--- src/rtl/seg7_monitor_if.sv ---
// Bus between a 7-segment display driver and the seg7_monitor reader.
// The driver side (master) owns the active-low segment lines; the monitor
// side (slave) returns the decoded digit, step events and step statistics.
interface seg7_monitor_if #(
    parameter int CNT_W = 8
);
    logic [6:0]       seg;        // {g,f,e,d,c,b,a}, 0 = segment lit
    logic [3:0]       digit;
    logic             digit_vld;
    logic             dir_up;
    logic             step_err;
    logic             illegal;
    logic [CNT_W-1:0] up_cnt;
    logic [CNT_W-1:0] dn_cnt;

    modport master (
        output seg,
        input  digit, digit_vld, dir_up, step_err, illegal, up_cnt, dn_cnt
    );

    modport slave (
        input  seg,
        output digit, digit_vld, dir_up, step_err, illegal, up_cnt, dn_cnt
    );
endinterface

--- src/rtl/seg7_monitor.sv ---
// seg7_monitor: reads active-low 7-segment lines back into a digit.
// Each pattern is debounced over STABLE_CYCLES samples, then evaluated once:
// blank is ignored, unknown/out-of-range patterns raise 'illegal', legal
// digits are classified as up/down steps (mod MOD) or flagged as step errors.
// Optional feature macro: SEG7_MON_STATS_EN enables the saturating up/down
// step counters; without it up_cnt/dn_cnt are tied to zero.
module seg7_monitor #(
    parameter int STABLE_CYCLES = 4,
    parameter int MOD           = 6,
    parameter int CNT_W         = 8
) (
    input  logic          clk_i,
    input  logic          clr_i,
    seg7_monitor_if.slave bus
);
    localparam int              SC_W      = $clog2(STABLE_CYCLES + 1);
    localparam logic [SC_W-1:0] SC_MAX    = SC_W'(STABLE_CYCLES);
    localparam logic [SC_W-1:0] SC_EVAL   = SC_W'(STABLE_CYCLES - 1);
    localparam logic [3:0]      MOD_L     = 4'(MOD);
    localparam logic [3:0]      MAX_DIGIT = 4'(MOD - 1);
    localparam logic [6:0]      BLANK     = 7'h7F;

    typedef enum logic {ST_EMPTY = 1'b0, ST_TRACK = 1'b1} state_t;

    // Active-low pattern to {hit, value}; hit=0 for anything not a digit.
    function automatic logic [4:0] decode(input logic [6:0] p);
        logic [4:0] r;
        case (p)
            7'h40:   r = {1'b1, 4'd0};
            7'h79:   r = {1'b1, 4'd1};
            7'h24:   r = {1'b1, 4'd2};
            7'h30:   r = {1'b1, 4'd3};
            7'h19:   r = {1'b1, 4'd4};
            7'h12:   r = {1'b1, 4'd5};
            7'h02:   r = {1'b1, 4'd6};
            7'h78:   r = {1'b1, 4'd7};
            7'h00:   r = {1'b1, 4'd8};
            7'h10:   r = {1'b1, 4'd9};
            default: r = {1'b0, 4'd0};
        endcase
        return r;
    endfunction

    logic [6:0]      sample_q, last_q;
    logic [SC_W-1:0] stab_q, stab_d;
    state_t          state_q;
    logic [3:0]      digit_q;
    logic            vld_q, dir_q, err_q, ill_q;

    logic [4:0] dec_s;
    logic [3:0] nxt_up_s, nxt_dn_s;
    logic       eval_s, legal_s, new_pat_s, accept_s, bad_s;
    logic       is_up_s, is_dn_s, is_err_s;

    // Evaluation of the debounced pattern and step classification.
    always_comb begin
        dec_s     = decode(sample_q);
        // stab_q == STABLE_CYCLES-1 means STABLE_CYCLES identical samples so far;
        // the count saturates above this value, so an episode is seen only once.
        eval_s    = (stab_q == SC_EVAL);
        legal_s   = dec_s[4] && (dec_s[3:0] < MOD_L);
        new_pat_s = eval_s && (sample_q != last_q) && (sample_q != BLANK);
        accept_s  = new_pat_s && legal_s;
        bad_s     = new_pat_s && !legal_s;
        nxt_up_s  = (digit_q == MAX_DIGIT) ? 4'd0 : digit_q + 4'd1;
        nxt_dn_s  = (digit_q == 4'd0) ? MAX_DIGIT : digit_q - 4'd1;
        // Up is tested first so MOD=2 (where up and down coincide) counts as up.
        is_up_s   = accept_s && (state_q == ST_TRACK) && (dec_s[3:0] == nxt_up_s);
        is_dn_s   = accept_s && (state_q == ST_TRACK) && !is_up_s
                    && (dec_s[3:0] == nxt_dn_s);
        is_err_s  = accept_s && (state_q == ST_TRACK) && !is_up_s && !is_dn_s;
    end

    // Next value of the stability count: saturating run of identical samples.
    always_comb begin
        stab_d = stab_q;
        if (bus.seg == sample_q) begin
            if (stab_q == SC_MAX) begin
                stab_d = SC_MAX;
            end else begin
                stab_d = stab_q + SC_W'(1);
            end
        end else begin
            stab_d = {SC_W{1'b0}};
        end
    end

    // Sampler, tracking FSM and registered result outputs.
    always_ff @(posedge clk_i) begin
        if (clr_i) begin
            sample_q <= BLANK;
            stab_q   <= {SC_W{1'b0}};
            last_q   <= BLANK;
            state_q  <= ST_EMPTY;
            digit_q  <= 4'd0;
            vld_q    <= 1'b0;
            dir_q    <= 1'b0;
            err_q    <= 1'b0;
            ill_q    <= 1'b0;
        end else begin
            sample_q <= bus.seg;
            stab_q   <= stab_d;
            vld_q    <= accept_s;
            err_q    <= is_err_s;
            ill_q    <= bad_s;
            if (accept_s || bad_s) begin
                last_q <= sample_q;
            end
            if (accept_s) begin
                digit_q <= dec_s[3:0];
                state_q <= ST_TRACK;
            end
            if (is_up_s) begin
                dir_q <= 1'b1;
            end else if (is_dn_s) begin
                dir_q <= 1'b0;
            end
        end
    end

    assign bus.digit     = digit_q;
    assign bus.digit_vld = vld_q;
    assign bus.dir_up    = dir_q;
    assign bus.step_err  = err_q;
    assign bus.illegal   = ill_q;

`ifdef SEG7_MON_STATS_EN
    logic [CNT_W-1:0] up_cnt_q, dn_cnt_q;

    // Saturating up/down step counters.
    always_ff @(posedge clk_i) begin
        if (clr_i) begin
            up_cnt_q <= {CNT_W{1'b0}};
            dn_cnt_q <= {CNT_W{1'b0}};
        end else begin
            if (is_up_s && (up_cnt_q != {CNT_W{1'b1}})) begin
                up_cnt_q <= up_cnt_q + CNT_W'(1);
            end
            if (is_dn_s && (dn_cnt_q != {CNT_W{1'b1}})) begin
                dn_cnt_q <= dn_cnt_q + CNT_W'(1);
            end
        end
    end

    assign bus.up_cnt = up_cnt_q;
    assign bus.dn_cnt = dn_cnt_q;
`else
    assign bus.up_cnt = {CNT_W{1'b0}};
    assign bus.dn_cnt = {CNT_W{1'b0}};
`endif
endmodule

--- src/flat_wrapper.sv ---
// flat-port wrapper written by rule: the top's interface ports become plain ports
module seg7_monitor_flat 
#(
    parameter int STABLE_CYCLES = 4,
    parameter int MOD           = 6,
    parameter int CNT_W         = 8
)
  (clk_i, clr_i, bus_seg, bus_digit, bus_digit_vld, bus_dir_up, bus_step_err, bus_illegal, bus_up_cnt, bus_dn_cnt);
  seg7_monitor_if #(.CNT_W(CNT_W)) bus_i ();
  input  logic clk_i;
  input  logic clr_i;
  input wire logic [$bits(bus_i.seg)-1:0] bus_seg;
  output wire logic [$bits(bus_i.digit)-1:0] bus_digit;
  output wire logic [$bits(bus_i.digit_vld)-1:0] bus_digit_vld;
  output wire logic [$bits(bus_i.dir_up)-1:0] bus_dir_up;
  output wire logic [$bits(bus_i.step_err)-1:0] bus_step_err;
  output wire logic [$bits(bus_i.illegal)-1:0] bus_illegal;
  output wire logic [$bits(bus_i.up_cnt)-1:0] bus_up_cnt;
  output wire logic [$bits(bus_i.dn_cnt)-1:0] bus_dn_cnt;
  assign bus_i.seg = bus_seg;
  assign bus_digit = bus_i.digit;
  assign bus_digit_vld = bus_i.digit_vld;
  assign bus_dir_up = bus_i.dir_up;
  assign bus_step_err = bus_i.step_err;
  assign bus_illegal = bus_i.illegal;
  assign bus_up_cnt = bus_i.up_cnt;
  assign bus_dn_cnt = bus_i.dn_cnt;
  seg7_monitor #(.STABLE_CYCLES(STABLE_CYCLES), .MOD(MOD), .CNT_W(CNT_W)) u_core (.clk_i(clk_i), .clr_i(clr_i), .bus(bus_i));
endmodule
--- config.mk ---
export PLATFORM = sky130hd
export DESIGN_NAME = seg7_monitor_flat
export DESIGN_NICKNAME = d
export VERILOG_FILES = /design/src/rtl/seg7_monitor_if.sv /design/src/rtl/seg7_monitor.sv /design/src/flat_wrapper.sv
export SDC_FILE = /design/constraint.sdc
export NUM_CORES = 1
export LEC_CHECK = 0
export ABC_AREA = 1
export CAP_MARGIN = 10
export CORE_MARGIN = 1
export CORE_UTILIZATION = 35
export DETAILED_ROUTE_END_ITERATION = 8
export GPL_TIMING_DRIVEN = 0
export HOLD_SLACK_MARGIN = 0.02
export PLACE_DENSITY = 0.7
export SLEW_MARGIN = 25
export SYNTH_ARGS = -nofsm -noshare
export SYNTH_HDL_FRONTEND = slang
export SYNTH_SLANG_ARGS = --single-unit
--- constraint.sdc ---
create_clock -name clk_i -period 2.1 [get_ports clk_i]
set_clock_uncertainty 0.2 [all_clocks]
set_input_delay 0.42 -clock clk_i [delete_from_list [all_inputs] [get_ports clk_i]]
set_output_delay 0.42 -clock clk_i [all_outputs]
set_load 0.005 [all_outputs]
==> summary.md <==
| Metric | Value |
|---|---|
| Status | `complete, no violations` |
| Global Route Usage Sum | `around 15%` |
| Max cap viols | `0` |
| Post-placement cell count | `367` |
| Worst vdd ir | `around 0.24 mV` |
| Global-route wire length before repair | `around 6000 um` |
| Nature of the critical path startpoint | `register` |
| Initial DRC Count | `57` |
| Final hold vios | `0` |
| RSZ-0062 raised after global routing | `false` |
| CP Max Fanout | `7` |
| Fin nets | `between 300 and 400` |
| Core area | `0.00472 mm^2` |
| Area grow syn2layout | `21.3%` |
| Hold_buf cts | `0` |
| Area post-placement | `0.00201 mm^2` |
| Row count | `25` |
| Starting density of the core | `36.2%` |
| Worst path slowest cell | `clkdlybuf4s50_1` |
| Max-slew violation count | `0` |
| # DRC | `0` |
| WHS Path Cells | `1` |
| Buffers on Ports | `16` |
| Largest delay contributor family on the critical path | `buffers and inverters` |
| Yosys reg bits | `26` |
| CP required | `1480 ps` |
| Min cycle time layout | `approximately 1900 ps` |
| Post-DP HPWL | `2680 um` |
| CTS max path bufs | `2` |
| Die X | `about 70 um` |
| RePlAce Congestion | `0.926` |
| Crit Path Class | `register to output pin` |
| Worst-path clk slew | `100 ps` |
| Setup TNS | `0 ps` |
| Depth of the worst register-to-register path | `13` |
| Post-DR vias/cell | `~4.4` |
| Top Layer Used | `met4` |
| Worst hold slack | `between 200 and 250 ps` |
| Rel. slew slack | `66.1%` |
| Floorplan die height | `a little over 70 um` |
| Crit path cell chain | `clkdlybuf4s50_1` |
| Mapped Cells | `approximately 270` |
| ANT cells | `0` |
| Grt total ovfl | `0` |
| DIE AREA | `between 0.005 and 0.006 mm^2` |
| Metal-1 WL | `1690 um` |
| Pleak | `roughly 0.0011 uW` |
| DR vias | `~1600` |
| Ys Warns | `0` |
| Period utilization | `about nine tenths` |
| RR Startpoint | `u_core.sample_q[4]$_SDFF_PP1_` |
| CP endpoint kind | `output pin` |
| Hold WC Path Type | `register to register` |
| IO Count | `33` |
| Most frequent cells in the layout | `79 x nand2_1, 30 x inv_1, 30 x nor2_1, 26 x dfxtp_1, 20 x buf_4` |
| DR WL/cell | `~9.4 um` |
| Cell variety after synth | `29` |
| CTS tree | `done` |
| R2r setup slk | `200 ps` |
| Share of cells above drive strength 1 | `16.1%` |
| Worst Tran Pin Value | `508 ps` |
| Max incr delay on CP | `roughly 550 ps` |
| Arrival time worst endpoint | `approximately 1300 ps` |
| Cell count along the critical path | `1` |
| Final WL | `3480 um` |
| Met3 wire len | `175 um` |
| End point of the worst hold path | `u_core.stab_q[0]$_SDFF_PP0_` |
| 1st-pass router iterations | `4` |
| Final ANT Viol Nets | `0` |
| Root Buffer | `clkbuf_8` |
| Worst Hold Launch | `u_core.stab_q[0]$_SDFF_PP0_` |
| Total CTS buffers | `3` |
| Final non-filler cell total | `372` |
| Htree depth | `1` |
| Final setup violation count | `0` |
| Number of global-route vias before repair | `roughly 1400` |
| Post-route cell area | `between 0.002 and 0.0025 mm^2` |
| RR Endpoint | `u_core.bus.dir_up$_SDFFE_PP0P_` |
| Bufs and invs on worst path | `1` |
| Num Clock Sinks | `26` |
| Clk_lat worst skew | `roughly 280 ps` |
| Initial antenna violation count | `0` |
| Part of the Yosys area used for sequential elements | `between 30% and 40%` |
| Syn Area/Cell | `~6.4 um^2` |
| Largest net degree at the start of global routing | `15` |
| Met2 wire len | `between 1500 and 2000 um` |
| PwrDens | `about 470 mW/mm^2` |
| Most common cell after layout, fill and taps aside | `nand2_1` |
| Max Clk Rate | `~520 MHz` |
| Synthesized cell area | `about 0.0017 mm^2` |
report_power, final:
group | switching, uW | internal [uW]
registers | 9.25 | 500
logic | 68.7 | 60.3
clock network | 168 | 168
synth_stat cells (all sizes together):
master / count / share of area [%]
dfxtp: 26 / 30
nor2: 37 / 9.1
o21ai: 5 / 1.5
xor2: 5 / 2.6
clkbuf: 2 / 0.44
a21oi: 11 / 3.4
nor3: 4 / 1.2
nand2b: 1 / 0.37
a221oi: 1 / 0.51
o22ai: 4 / 1.5
nand2: 81 / 18
inv: 36 / 8.0
nand3: 17 / 5.6
nand4: 2 / 0.73
or2: 4 / 1.5
conb: 1 / 0.22
ha: 3 / 2.2
buf: 21 / 9.3
o211ai: 7 / 3.1
a211oi: 1 / 0.44
layer usage:
| layer | vias up | GRT usage, % |
|---|---|---|
| li1 | 879 | - |
| met1 | 710 | 20.3 |
| met2 | 34 | 23.2 |
| met3 | 5 | 1.94 |
| met4 | 0 | 4.58 |
| met5 | - | 0 |
final cells by class:
class                      instances  area (um^2)
buffer                            23          168
clock buffer                       4         55.1
fill                             482         2650
inverter                          36          138
multi-input combinational        199          943
sequential                        26          520
tap                               67         83.8
timing repair buffer              17          168
state kept, by name (all words and copies together) (netlist names):
name                  count
u_core.sample_q           7
u_core.stab_q             3
u_core.state_q            1
u_core.bus.digit          4
u_core.bus.illegal        1
u_core.last_q             7
u_core.bus.digit_vld      1
u_core.bus.step_err       1
u_core.bus.dir_up         1
cell families after synthesis:
logic type / share of synthesized area [%]
simple gates: 36.5
buf+inv: 17.8
compound gates: 10.4
flops: 30.4
xor+xnor: 2.56
fa+ha+maj: 2.19
other cells: 0.219
metrics by stage:
stage          utilization [%]  worst slack (ps)  total power (uW)
2_1_floorplan                -               395               613
3_3_place_gp              42.6              -186               648
3_5_place_dp              42.6              -176               648
4_1_cts                   43.8               125               985
5_1_grt                   43.9              12.8              1020
6_report                  43.9               178               975
what timing repair did:
item	in CTS	in global routing
endpoints found under the setup margin	0	7
gates resized for setup	0	2
buffers inserted	0	1
how the worst max path moves through the flow:
stage	startpoint	end	slack, ps
2_1_floorplan	u_core.sample_q[6]$_SDFF_PP1_	u_core.bus.dir_up$_SDFFE_PP0P_	390
3_3_place_gp	clr_i	u_core.last_q[4]$_SDFFE_PP1P_	-190
3_5_place_dp	clr_i	u_core.last_q[4]$_SDFFE_PP1P_	-180
4_1_cts	clr_i	u_core.last_q[5]$_SDFFE_PP1P_	130
5_1_grt	u_core.sample_q[4]$_SDFF_PP1_	u_core.bus.dir_up$_SDFFE_PP0P_	10
6_report	u_core.bus.digit[0]$_SDFFE_PP0P_	bus_digit[0]	180
No activity file was read; power rests on OpenSTA's default activity.
